==> src/rtl/lpm_pipe_if.sv <==
// Handshake bundle of the LPM engine: key requests, trie-memory reads and the result queue.
// The master modport is the engine side; the slave modport is the environment side.
interface lpm_pipe_if #(
  parameter int KEY_W  = 32,
  parameter int ADDR_W = 32,
  parameter int RES_W  = 32
);
  logic              requestEnterEna;
  logic [KEY_W-1:0]  requestEnterX;
  logic              requestEnterRdy;

  logic              memReqEna;
  logic [ADDR_W-1:0] memReqV;
  logic              memReqRdy;
  logic [RES_W-1:0]  memResValue;
  logic              memResValueRdy;
  logic              memResAcceptEna;

  logic              outQEnqEna;
  logic [RES_W-1:0]  outQEnqV;
  logic              outQEnqRdy;

  modport master (
    input  requestEnterEna, requestEnterX,
    output requestEnterRdy,
    output memReqEna, memReqV,
    input  memReqRdy, memResValue, memResValueRdy,
    output memResAcceptEna,
    output outQEnqEna, outQEnqV,
    input  outQEnqRdy
  );

  modport slave (
    output requestEnterEna, requestEnterX,
    input  requestEnterRdy,
    input  memReqEna, memReqV,
    output memReqRdy, memResValue, memResValueRdy,
    input  memResAcceptEna,
    input  outQEnqEna, outQEnqV,
    output outQEnqRdy
  );
endinterface

==> src/rtl/lpm_pipe.sv <==
// Pipelined longest-prefix-match engine: multibit trie walk with recirculation and in-order completion.
// Optional lookup/recirculation counters are built when LPM_STATS_EN is defined.
module lpm_pipe #(
  parameter int                KEY_W     = 32,
  parameter int                STRIDE    = 8,
  parameter int                ADDR_W    = 32,
  parameter int                RES_W     = 32,
  parameter int                TAG_W     = 4,
  parameter logic [ADDR_W-1:0] ROOT_BASE = '0
) (
  input  logic        CLK,
  input  logic        RST,
  lpm_pipe_if.master  bus
`ifdef LPM_STATS_EN
  ,
  output logic [31:0] statsLookups,
  output logic [31:0] statsRecircs
`endif
);

  localparam int               LEVELS    = KEY_W / STRIDE;
  localparam int               LVL_W     = (LEVELS > 1) ? $clog2(LEVELS) : 1;
  localparam int               DEPTH     = 1 << TAG_W;
  localparam logic [TAG_W:0]   DEPTH_CNT = (TAG_W+1)'(DEPTH);
  localparam logic [LVL_W-1:0] LAST_LVL  = LVL_W'(LEVELS - 1);
  localparam logic [RES_W-1:0] MISS      = '1;

  function automatic logic [ADDR_W-1:0] chunkOf(input logic [KEY_W-1:0] key, input int n);
    logic [KEY_W-1:0] sh;
    sh = key << (n * STRIDE);
    return ADDR_W'(sh[KEY_W-1 -: STRIDE]);
  endfunction

  logic                 r_inValid;
  logic [KEY_W-1:0]     r_inKey;
  logic [TAG_W-1:0]     r_inTicket;
  logic [TAG_W:0]       r_head;
  logic [TAG_W:0]       r_tail;
  logic [TAG_W:0]       r_ctxWr;
  logic [TAG_W:0]       r_ctxRd;
  logic [LVL_W-1:0]     r_ctxLevel  [DEPTH];
  logic [KEY_W-1:0]     r_ctxKey    [DEPTH];
  logic [TAG_W-1:0]     r_ctxTicket [DEPTH];
  logic [DEPTH-1:0]     r_slotValid;
  logic [RES_W-1:0]     r_slotData  [DEPTH];

  logic [TAG_W:0]       w_inUse;
  logic [TAG_W:0]       w_ctxCount;
  logic                 w_ctxEmpty;
  logic                 w_ctxFull;
  logic [TAG_W-1:0]     w_rdIdx;
  logic [TAG_W-1:0]     w_wrIdx;
  logic [TAG_W-1:0]     w_headIdx;
  logic [LVL_W-1:0]     w_hdLevel;
  logic [KEY_W-1:0]     w_hdKey;
  logic [TAG_W-1:0]     w_hdTicket;
  logic                 w_resPresent;
  logic                 w_isLeaf;
  logic                 w_orphan;
  logic                 w_matched;
  logic                 w_terminate;
  logic                 w_wantRecirc;
  logic                 w_recirc;
  logic                 w_newIssue;
  logic                 w_enterRdy;
  logic                 w_accept;
  logic                 w_enq;
  logic                 w_ctxPush;
  logic                 w_ctxPop;
  logic [LVL_W-1:0]     w_pushLevel;
  logic [KEY_W-1:0]     w_pushKey;
  logic [TAG_W-1:0]     w_pushTicket;

  assign w_inUse      = r_tail - r_head;
  assign w_ctxCount   = r_ctxWr - r_ctxRd;
  assign w_ctxEmpty   = (w_ctxCount == '0);
  assign w_ctxFull    = (w_ctxCount == DEPTH_CNT);
  assign w_rdIdx      = r_ctxRd[TAG_W-1:0];
  assign w_wrIdx      = r_ctxWr[TAG_W-1:0];
  assign w_headIdx    = r_head[TAG_W-1:0];
  assign w_hdLevel    = r_ctxLevel[w_rdIdx];
  assign w_hdKey      = r_ctxKey[w_rdIdx];
  assign w_hdTicket   = r_ctxTicket[w_rdIdx];

  assign w_resPresent = bus.memResValueRdy && !RST;
  assign w_isLeaf     = bus.memResValue[RES_W-1];
  assign w_orphan     = w_resPresent && w_ctxEmpty;
  assign w_matched    = w_resPresent && !w_ctxEmpty;
  assign w_terminate  = w_matched && (w_isLeaf || (w_hdLevel == LAST_LVL));
  assign w_wantRecirc = w_matched && !w_terminate;
  // A recirculation pops the context FIFO as it pushes, so a full FIFO must not block it.
  assign w_recirc     = w_wantRecirc && bus.memReqRdy;
  assign w_newIssue   = r_inValid && !w_wantRecirc && bus.memReqRdy && !w_ctxFull && !RST;

  assign w_enterRdy   = !RST && !r_inValid && (w_inUse < DEPTH_CNT);
  assign w_accept     = bus.requestEnterEna && w_enterRdy;
  assign w_enq        = r_slotValid[w_headIdx] && bus.outQEnqRdy && !RST;

  assign w_ctxPush    = w_recirc || w_newIssue;
  assign w_ctxPop     = w_terminate || w_recirc;
  assign w_pushLevel  = w_recirc ? (w_hdLevel + LVL_W'(1)) : '0;
  assign w_pushKey    = w_recirc ? w_hdKey : r_inKey;
  assign w_pushTicket = w_recirc ? w_hdTicket : r_inTicket;

  always_comb begin
    bus.requestEnterRdy = w_enterRdy;
    bus.memReqEna       = w_recirc || w_newIssue;
    bus.memReqV         = '0;
    if (w_recirc) begin
      bus.memReqV = bus.memResValue[ADDR_W-1:0] + chunkOf(w_hdKey, int'(w_hdLevel) + 1);
    end else if (w_newIssue) begin
      bus.memReqV = ROOT_BASE + chunkOf(r_inKey, 0);
    end
    bus.memResAcceptEna = w_terminate || w_recirc || w_orphan;
    bus.outQEnqEna      = w_enq;
    bus.outQEnqV        = w_enq ? r_slotData[w_headIdx] : '0;
  end

  always_ff @(posedge CLK) begin
    if (RST) begin
      r_inValid   <= 1'b0;
      r_inKey     <= '0;
      r_inTicket  <= '0;
      r_head      <= '0;
      r_tail      <= '0;
      r_ctxWr     <= '0;
      r_ctxRd     <= '0;
      r_slotValid <= '0;
    end else begin
      if (w_accept) begin
        r_inValid  <= 1'b1;
        r_inKey    <= bus.requestEnterX;
        r_inTicket <= r_tail[TAG_W-1:0];
        r_tail     <= r_tail + 1'b1;
      end else if (w_newIssue) begin
        r_inValid <= 1'b0;
      end
      if (w_ctxPush) r_ctxWr <= r_ctxWr + 1'b1;
      if (w_ctxPop)  r_ctxRd <= r_ctxRd + 1'b1;
      if (w_enq) begin
        r_slotValid[w_headIdx] <= 1'b0;
        r_head                 <= r_head + 1'b1;
      end
      if (w_terminate) r_slotValid[w_hdTicket] <= 1'b1;
    end
  end

  // Payload storage needs no reset: the pointers and valid bits alone decide what is live.
  always_ff @(posedge CLK) begin
    if (w_ctxPush) begin
      r_ctxLevel[w_wrIdx]  <= w_pushLevel;
      r_ctxKey[w_wrIdx]    <= w_pushKey;
      r_ctxTicket[w_wrIdx] <= w_pushTicket;
    end
    if (w_terminate) begin
      r_slotData[w_hdTicket] <= w_isLeaf ? {1'b0, bus.memResValue[RES_W-2:0]} : MISS;
    end
  end

`ifdef LPM_STATS_EN
  logic [31:0] r_lookups;
  logic [31:0] r_recircs;

  always_ff @(posedge CLK) begin
    if (RST) begin
      r_lookups <= '0;
      r_recircs <= '0;
    end else begin
      if (w_accept && (r_lookups != '1)) r_lookups <= r_lookups + 32'd1;
      if (w_recirc && (r_recircs != '1)) r_recircs <= r_recircs + 32'd1;
    end
  end

  assign statsLookups = r_lookups;
  assign statsRecircs = r_recircs;
`endif

endmodule

==> src/flat_wrapper.sv <==
// flat-port wrapper written by rule: the top's interface ports become plain ports
module lpm_pipe_flat 
#(
  parameter int                KEY_W     = 32,
  parameter int                STRIDE    = 8,
  parameter int                ADDR_W    = 32,
  parameter int                RES_W     = 32,
  parameter int                TAG_W     = 4,
  parameter logic [ADDR_W-1:0] ROOT_BASE = '0
)
  (CLK, RST, bus_requestEnterEna, bus_requestEnterX, bus_requestEnterRdy, bus_memReqEna, bus_memReqV, bus_memReqRdy, bus_memResValue, bus_memResValueRdy, bus_memResAcceptEna, bus_outQEnqEna, bus_outQEnqV, bus_outQEnqRdy);
  lpm_pipe_if #(.KEY_W(KEY_W), .ADDR_W(ADDR_W), .RES_W(RES_W)) bus_i ();
  input  logic CLK;
  input  logic RST;
  input wire logic [$bits(bus_i.requestEnterEna)-1:0] bus_requestEnterEna;
  input wire logic [$bits(bus_i.requestEnterX)-1:0] bus_requestEnterX;
  output wire logic [$bits(bus_i.requestEnterRdy)-1:0] bus_requestEnterRdy;
  output wire logic [$bits(bus_i.memReqEna)-1:0] bus_memReqEna;
  output wire logic [$bits(bus_i.memReqV)-1:0] bus_memReqV;
  input wire logic [$bits(bus_i.memReqRdy)-1:0] bus_memReqRdy;
  input wire logic [$bits(bus_i.memResValue)-1:0] bus_memResValue;
  input wire logic [$bits(bus_i.memResValueRdy)-1:0] bus_memResValueRdy;
  output wire logic [$bits(bus_i.memResAcceptEna)-1:0] bus_memResAcceptEna;
  output wire logic [$bits(bus_i.outQEnqEna)-1:0] bus_outQEnqEna;
  output wire logic [$bits(bus_i.outQEnqV)-1:0] bus_outQEnqV;
  input wire logic [$bits(bus_i.outQEnqRdy)-1:0] bus_outQEnqRdy;
  assign bus_i.requestEnterEna = bus_requestEnterEna;
  assign bus_i.requestEnterX = bus_requestEnterX;
  assign bus_requestEnterRdy = bus_i.requestEnterRdy;
  assign bus_memReqEna = bus_i.memReqEna;
  assign bus_memReqV = bus_i.memReqV;
  assign bus_i.memReqRdy = bus_memReqRdy;
  assign bus_i.memResValue = bus_memResValue;
  assign bus_i.memResValueRdy = bus_memResValueRdy;
  assign bus_memResAcceptEna = bus_i.memResAcceptEna;
  assign bus_outQEnqEna = bus_i.outQEnqEna;
  assign bus_outQEnqV = bus_i.outQEnqV;
  assign bus_i.outQEnqRdy = bus_outQEnqRdy;
  lpm_pipe #(.KEY_W(KEY_W), .STRIDE(STRIDE), .ADDR_W(ADDR_W), .RES_W(RES_W), .TAG_W(TAG_W), .ROOT_BASE(ROOT_BASE)) u_core (.CLK(CLK), .RST(RST), .bus(bus_i));
endmodule
==> config.mk <==
export PLATFORM = sky130hd
export DESIGN_NAME = lpm_pipe_flat
export DESIGN_NICKNAME = d
export VERILOG_FILES = /design/src/rtl/lpm_pipe_if.sv /design/src/rtl/lpm_pipe.sv /design/src/flat_wrapper.sv
export SDC_FILE = /design/constraint.sdc
export NUM_CORES = 1
export LEC_CHECK = 0
export CAP_MARGIN = 25
export CORE_MARGIN = 5
export CORE_UTILIZATION = 52
export DETAILED_ROUTE_END_ITERATION = 7
export PLACE_DENSITY = 0.75
export SLEW_MARGIN = 40
export SYNTH_ARGS = -nofsm -noshare
export SYNTH_HDL_FRONTEND = slang
export SYNTH_SLANG_ARGS = --single-unit
==> constraint.sdc <==
create_clock -name CLK -period 12.8 [get_ports CLK]
set_input_delay 1.28 -clock CLK [delete_from_list [all_inputs] [get_ports CLK]]
set_output_delay 1.28 -clock CLK [all_outputs]
set_load 0.02 [all_outputs]
Yosys cells after proc, flatten, opt, wreduce, memory -nomap -nowiden
Memories as Yosys holds them, arrays and structs flattened. A register that Yosys moved wholly into a read port is not among the register bits. Cells that the tools add are included.

Add/subtract/negate cells: 9. Order comparisons: 5. Eq/ne operators: 2. Shift-type cells: 1. Muxes and demuxes: 30. Bitwise logic cells: 3. Reductions and logical operators: 29.

Operators with widths (number): $mux W32 (4); $mux W16 (3); $mux W4 (9); $add A32 B8 Y32 (1); $shl A32 B32 Y32 (1); $add A5 B1 Y5 const B (4); $logic_and A1 B1 Y1 (17); $and A16 B16 Y16 (1); $not A16 Y16 (1); $or A16 B16 Y16 (1); $lt A4 B5 Y1 const B (2); $sub A5 B5 Y5 (2); $mux W1 (9); $demux W1 S4 (2); $ge A4 B1 Y1 const B (2); $mux W8 (1); $logic_not A1 Y1 (6); $eq A5 B5 Y1 const B (1); $logic_not A5 Y1 (1); $lt A5 B5 Y1 const B (1); $bmux W1 S4 (1); $logic_or A1 B1 Y1 (4); $add A2 B1 Y3 const B (1); $add A2 B1 Y2 const B (1); 3 further kinds (3).

Bits in registers: 73. Bits in writable memories: 1120. Input bits: 70. Output and inout bits: 68. Logic and storage cells: 91. Memories: 4.

Memories: u_core.r_ctxKey (depth 16, bits a word 32, rd ports 1, clocked after Yosys merged registers in 1, write ports 1, RTL line lpm_pipe.sv:42) `logic [KEY_W-1:0] r_ctxKey [DEPTH];`; u_core.r_slotData (depth 16, bits a word 32, rd ports 1, clocked after Yosys merged registers in 1, write ports 1, RTL line lpm_pipe.sv:45) `logic [RES_W-1:0] r_slotData [DEPTH];`; u_core.r_ctxTicket (depth 16, bits a word 4, rd ports 1, clocked after Yosys merged registers in 1, write ports 1, RTL line lpm_pipe.sv:43) `logic [TAG_W-1:0] r_ctxTicket [DEPTH];`; u_core.r_ctxLevel (depth 16, bits a word 2, rd ports 1, clocked after Yosys merged registers in 1, write ports 1, RTL line lpm_pipe.sv:41) `logic [LVL_W-1:0] r_ctxLevel [DEPTH];`.

Depth between registers and ports, before layout
Gate-level depths: netlist of the first run.

Word-level depth: 15. Gate-level depth with buffers: 20. Depth with buffers taken out: 15.

Worst setup path after synthesis of the first run
OpenSTA, ideal clock, no wires.

Path type: flip-flop to output port. From: reg with a tool-made name. To: out bus_memReqV[25]. Arrival time: 5.262 ns. Required time: 11.520 ns. Setup slack: 6.258 ns. Stages on the path, launching flop included: 17. Buffers on the path: 5. Path through: dfxtp_1 -> buf_6 -> buf_6 -> buf_4 -> buf_6 -> mux4_2 -> mux4_2 -> ha_1 -> buf_1 -> mux4_2 -> nor2_1 -> ha_1 -> a2111oi_0 -> o21ai_1 -> nand4_1 -> o21ai_0 -> a21oi_1.

RTL lines: end: declaration (RTL line flat_wrapper.sv:19) `output wire logic [$bits(bus_i.memReqV)-1:0] bus_memReqV;`.

==> results of run 1 <==
[worst reg2reg max path, cell delays in order, from the launching register on]
cell	delay, ns
dfxtp_4	0.62
buf_4	0.63
mux4_2	0.61
mux4_2	0.48
ha_1	0.43
nor3b_1	0.48
nand2b_1	0.23
o31a_1	0.24
nand4_1	0.33
nor3b_2	0.28
buf_4	0.68
[metrics by stage]
stage          setup slack [ns]  area (µm²)  utilization  hold WS, ns
6_report                   3.88       54500        0.595        0.477
5_1_grt                    3.43       54500        0.595        0.504
2_1_floorplan              6.26       47800            -        0.445
4_1_cts                    3.61       54300        0.594        0.481
3_5_place_dp               4.39       50700        0.554        0.467
3_3_place_gp               4.24       50600        0.553        0.459
[state kept, by name, summed over array words and instances, names as in the netlist, 4 cells and up, named ones only]
| register | count |
|---|---|
| u_core.r_inTicket | 4 |
| u_core.r_ctxLevel | 32 |
| u_core.r_tail | 5 |
| u_core.r_slotValid | 16 |
| u_core.r_ctxTicket | 64 |
| u_core.r_slotData | 512 |
| u_core.r_ctxRd | 5 |
| u_core.r_ctxKey | 512 |
| u_core.r_ctxWr | 5 |
| u_core.r_inKey | 32 |
| u_core.r_head | 5 |
[Yosys cell counts (3+ instances only)]
| cell | instances | area (µm²) |
|---|---|---|
| a2111oi_0 | 3 | 26.3 |
| a211oi_1 | 11 | 82.6 |
| a21o_1 | 3 | 22.5 |
| a21oi_1 | 16 | 80.1 |
| a221oi_1 | 32 | 280 |
| a22o_1 | 43 | 377 |
| and2_1 | 13 | 81.3 |
| and3_1 | 13 | 81.3 |
| and4_1 | 3 | 26.3 |
| buf_1 | 10 | 37.5 |
| buf_2 | 37 | 185 |
| buf_4 | 14 | 105 |
| buf_6 | 7 | 78.8 |
| clkbuf_1 | 60 | 225 |
| dfxtp_1 | 81 | 1620 |
| edfxtp_1 | 1120 | 33600 |
| ha_1 | 26 | 325 |
| inv_1 | 22 | 82.6 |
| mux2i_1 | 45 | 450 |
| mux4_2 | 324 | 7300 |
| nand2_1 | 64 | 240 |
| nand2b_1 | 41 | 257 |
| nand3_1 | 20 | 100 |
| nand4_1 | 12 | 75.1 |
| nor2_1 | 104 | 390 |
| nor2b_1 | 42 | 263 |
| nor3_1 | 9 | 45.0 |
| nor3b_1 | 4 | 30.0 |
| o21ai_0 | 61 | 305 |
| o21ai_1 | 3 | 15.0 |
| o22ai_1 | 9 | 56.3 |
| o22ai_2 | 3 | 37.5 |
| o31ai_1 | 3 | 22.5 |
| or2_2 | 3 | 18.8 |
| or3_1 | 8 | 50.1 |
| xnor2_1 | 25 | 219 |
| xor2_1 | 10 | 87.6 |
[cells by family after synthesis]
kind of cell | synth area share
flops | 0.737
mux | 0.162
simple gates | 0.0365
compound gates | 0.0341
buf+inv | 0.0160
xor+xnor | 0.00641
fa+ha+maj | 0.00722
[power groups by stage]
| stage | clock [mW] | sequential (mW) | combinational [mW] |
|---|---|---|---|
| floorplan | 0 | 4.41 | 0.324 |
| global route | 3.50 | 4.34 | 0.515 |
| global placement | 0 | 4.42 | 0.449 |
| detailed placement | 0 | 4.42 | 0.472 |
| CTS | 3.33 | 4.34 | 0.476 |
| finish | 3.29 | 4.34 | 0.483 |
[layout by cell type, fill, tap and decap left out, drive strengths merged, types with 4 or more instances in the layout]
master / Yosys / routed
nor2b: 44 / 44
nor2: 104 / 104
and2: 13 / 13
nand2b: 41 / 41
nor3: 10 / 10
nand2: 66 / 66
or3: 8 / 8
a21oi: 17 / 17
clkinv: 1 / 45
a221oi: 36 / 36
inv: 24 / 28
clkdlybuf4s50: 0 / 135
o21ai: 64 / 64
o31ai: 4 / 4
xor2: 10 / 10
mux2i: 45 / 45
buf: 70 / 58
o22ai: 12 / 12
bufinv: 0 / 10
xnor2: 25 / 25
ha: 26 / 26
mux4: 324 / 324
dfxtp: 81 / 81
clkbuf: 60 / 149
nor3b: 4 / 4
a22o: 43 / 43
clkinvlp: 0 / 4
edfxtp: 1120 / 1120
and3: 13 / 13
nand4: 12 / 12
a211oi: 11 / 11
nand3: 21 / 21
[area by class of cell]
type,count,area share
flip-flops and latches,1201,0.648
multi-input cells,996,0.223
clock buffers,148,0.0562
repair buffers,194,0.0340
well taps,1186,0.0272
clock inverters,62,0.0106
inverters,25,0.00172
diodes,2,0.0000919
[routing by layer]
| layer | vias up | global-route usage | routed length [µm] |
|---|---|---|---|
| li1 | 10100 | - | - |
| met1 | 12800 | 0.302 | 41700 |
| met2 | 1360 | 0.385 | 57300 |
| met3 | 188 | 0.0569 | 11500 |
| met4 | 2 | 0.0680 | 3100 |
| met5 | - | 0 | 13 |
[worst paths after layout]
kind / cells after the start / slack, ns / to / start
max: 15 / 3.88 / bus_memReqV[10] / flip-flop
min: 2 / 0.48 / u_core.r_slotValid[1] / u_core.r_slotValid[1]
max reg2reg: 10 / 7.36 / u_core.r_ctxKey[11][12] / flip-flop
min reg2reg: 2 / 0.48 / u_core.r_slotValid[1] / u_core.r_slotValid[1]
==> impl_metrics.toml, run 1 <==
[drt]
routed_wirelength_mm = 114
wl_per_cell_um = 29.8
drt_pass1_iterations = 5
drtIter0Drc = 2983
drc = 0
via_count = 24400
via_per_inst = 6.41
antenna_left = 0

[pwr]
swShare = 0.211
p_seq_frac = 0.535
internal_power_mw = 6.39
clock_power_share = 0.405
comb_power_share = 0.060
powerDensity_nw_per_um2 = 149
p_leak_nw = 17.1
total_power_mw = 8.11
switching_power_mw = 1.71
peakVddDrop_uv = 117

[worst_setup_path]
worstPathRequired_ns = 11.52
critPathMaxFanout = 52
max_stage_delay_ns = 0.70
crit_chain = "buf_4 > buf_6 > mux4_2 > a22o_1 > a221oi_1 > mux4_2 > nor2_1 > ha_1 > or3_1 > a31oi_1 > nand2b_1 > a211oi_1 > xnor2_1 > nor2_1 > clkdlybuf4s50_1"
crit_buf_inv = 3
path_class = "flip-flop to output port"
cp.arrival_ns = 7.64
cpMaxStageDelayCell = "nand2b_1"
path_delay_family = "buffers and inverters"
worst_setup_path_start_kind = "flip-flop"
cp-end-kind = "output port"

[sta]
hold_viol_final = 0
fmax_mhz = 112
setup_viol = 0
slew_violations = 0
period_needed_ns = 8.92
fin_crit_sh = 0.697
finClkSkew_ns = 0.0261
fin_tns_setup_ns = 0
worst_slew_pin_slew_ns = 0.904
slew_headroom = 0.397
rsz0062_at_grt = "no"

[clock_tree]
post-cts-setup-buffers = 0
clk_pin_slew_ns = 0.06
clk_latency_ns = 0.68
clock-sinks = 1201
cts-root-buf = "clkbuf_16"
cts_tree = "done"
clk_path_buf_depth = 3
ctsHoldBuffers = 0
cts-resized-gates = 0
htreeDepth = 3
numCtsBuffers = 113

[synth]
ys_warn_count = 0
synth_edf_count = 1120
synthesis.nets = 2449
synth_area_per_cell_um2 = 20.3
seq_area_frac_synth = 0.737
syn_area_um2 = 47800
netlist_instances = 2352
synth-main-ff-cell = "edfxtp_1"
synth_cell_types = 70
ys_seq_elements = 1201
synthArstFlopShare = 0

[cells_and_area]
multi_input_area_um2 = 12100
register_area_um2 = 35300
instances_no_fill = 3814
nNetsFinal = 2628
syn_to_final_growth_pct = 13.9
drive_above_1_share = 0.251
fillers = 6216

[floorplanning]
die_w_um = 313
die_area_um2 = 98100
start_util = 0.522
fp-row-count = 111
pin_count = 138
die_h_um = 313
coreArea_um2 = 91500

[grt]
grt_usage = 0.230
grt_pass1_vias = 25000
grt_max_degree = 80
grt_pass1_wl_mm = 166
antenna_found_initial = 4
grt_remaining_overflow = 0

[placement]
portBuffers = 137
globalplace.congestion = 0.803
dp.cells = 3601
dp_hpwl_mm = 60.1

[job]
cap_violations = 0

[min_path]
min_path_type = "flip-flop to flip-flop"

[outcome]
status = "finished, final reports clean"
Power figures use the tool's default switching activity.
==> inputs of run 2 (changes only) <==
clock period = 8.45 ns   (was 12.8 ns; I/O delays follow)
==> impl_metrics.toml, run 2 (same netlist as run 1, synthesis figures left out) <==
[sta]
fin_tns_setup_ns = 0
period_needed_ns = 7.89
slew_headroom = 0.399
rsz0062_at_grt = "no"
fmax_mhz = 127
worst_slew_pin_slew_ns = 0.899
fin_crit_sh = 0.934
finClkSkew_ns = 0.0173
slew_violations = 0
setup_viol = 0
hold_viol_final = 0

[grt]
antenna_found_initial = 2
grt_max_degree = 80
grt_pass1_vias = 25400
grt_usage = 0.230
grt_remaining_overflow = 0
grt_pass1_wl_mm = 168

[drt]
via_per_inst = 6.43
routed_wirelength_mm = 114
antenna_left = 0
wl_per_cell_um = 29.7
drtIter0Drc = 3082
via_count = 24600
drt_pass1_iterations = 6
drc = 0

[clock_tree]
clk_path_buf_depth = 3
clk_latency_ns = 0.68
clock-sinks = 1201
cts_tree = "done"
numCtsBuffers = 114
cts-root-buf = "clkbuf_16"
ctsHoldBuffers = 0
cts-resized-gates = 0
post-cts-setup-buffers = 0
clk_pin_slew_ns = 0.06
htreeDepth = 3

[worst_setup_path]
crit_buf_inv = 1
worst_setup_path_start_kind = "flip-flop"
crit_chain = "mux4_2 > a22oi_1 > nand2_1 > ha_1 > mux4_2 > nor2_1 > ha_1 > or3_1 > a31oi_1 > nor2b_1 > nand4_1 > or3_1 > a21oi_1 > clkdlybuf4s50_1"
cp.arrival_ns = 7.04
cpMaxStageDelayCell = "ha_1"
max_stage_delay_ns = 0.74
worstPathRequired_ns = 7.61
path_delay_family = "simple AND/OR/NAND/NOR gates"
path_class = "flip-flop to output port"
cp-end-kind = "output port"
critPathMaxFanout = 27

[cells_and_area]
final_common_cell = "edfxtp_1"
nNetsFinal = 2644
final_core_util = 0.599
drive_above_1_share = 0.255
mostFrequentLayoutCells = "edfxtp_1, mux4_2, clkdlybuf4s50_1, clkbuf_16, nor2_1"
top_regs = "u_core.r_ctxKey (512), u_core.r_slotData (512), u_core.r_ctxTicket (64)"
syn_to_final_growth_pct = 14.7
fillers = 6221

[min_path]
min_path_type = "flip-flop to flip-flop"

[placement]
portBuffers = 137
dp_hpwl_mm = 60.2
globalplace.congestion = 0.788

[floorplanning]
start_util = 0.522
die_area_um2 = 98100
fp-row-count = 111
die_h_um = 313
die_w_um = 313
pin_count = 138
coreArea_um2 = 91500

[job]
cap_violations = 0

[outcome]
status = "finished, final reports clean"

[pwr]
peakVddDrop_uv = 228
powerDensity_nw_per_um2 = 229
p_leak_nw = 17.3
==> run 2: cell types whose count changed in the layout (fill, tap and decap cells not counted), moves of 4 or more <==
cell / previous run / this run
clkinv_4: 2 / 7
buf_4: 44 / 54
clkbuf_8: 6 / 1
clkinv_2: 30 / 20
clkinv_1: 13 / 18
bufinv_16: 10 / 17
buf_12: 2 / 6
clkbuf_1: 27 / 23
buf_6: 10 / 3
==> run 2: layout make-up <==
| class | count | area [µm²] | area share |
|---|---|---|---|
| sequential | 1201 | 35300 | 0.643 |
| multi-input combinational | 996 | 12100 | 0.221 |
| clock buffer | 140 | 3000 | 0.0548 |
| timing repair buffer | 209 | 2000 | 0.0364 |
| tap | 1186 | 1480 | 0.0271 |
| clock inverter | 72 | 865 | 0.0158 |
| inverter | 25 | 93.8 | 0.00171 |
| antenna | 1 | 2.50 | 0.0000456 |
==> run 2: path summary, 6_finish.rpt <==
kind	startpoint	end	slack [ns]	depth (start not counted)
worst max-delay path	flip-flop	bus_memReqV[29]	0.56	14
worst min-delay path	u_core.r_slotValid[1]	u_core.r_slotValid[1]	0.48	2
worst max register to register	flip-flop	u_core.r_ctxLevel[3][0]	3.49	9
worst min register to register	u_core.r_slotValid[1]	u_core.r_slotValid[1]	0.48	2
==> run 2: where the power goes <==
part | switching, mW | internal [mW]
registers | 0.0307 | 6.54
logic | 0.437 | 0.296
clock network | 2.19 | 3.06
==> run 2: metrics by stage <==
step | std cells | instance area [µm²] | hold WS [ns] | total power [mW] | worst slack, ns
2_1_floorplan | 2352 | 47800 | 0.445 | 7.17 | 2.01
3_3_place_gp | 3604 | 50700 | 0.459 | 7.38 | 1.42
3_5_place_dp | 3612 | 50800 | 0.478 | 7.42 | 1.22
4_1_cts | 3824 | 54700 | 0.487 | 12.6 | 0.495
5_1_grt | 3829 | 54800 | 0.519 | 12.9 | 0.209
6_report | 3830 | 54800 | 0.483 | 12.6 | 0.561
==> run 2: tightest hold or removal path: cells and delay by family (launching register included) <==
family | cells | cell delay [ns]
AO/OA/AOI/OAI | 2 | 0.13
flip-flops | 1 | 0.30
==> run 2: per-layer routing <==
layer	global-route usage	vias up	wire [µm]
met5	0	-	0
met4	0.0624	0	3160
met3	0.0452	237	10900
met2	0.390	1402	57500
met1	0.311	12900	42300
li1	-	10100	-
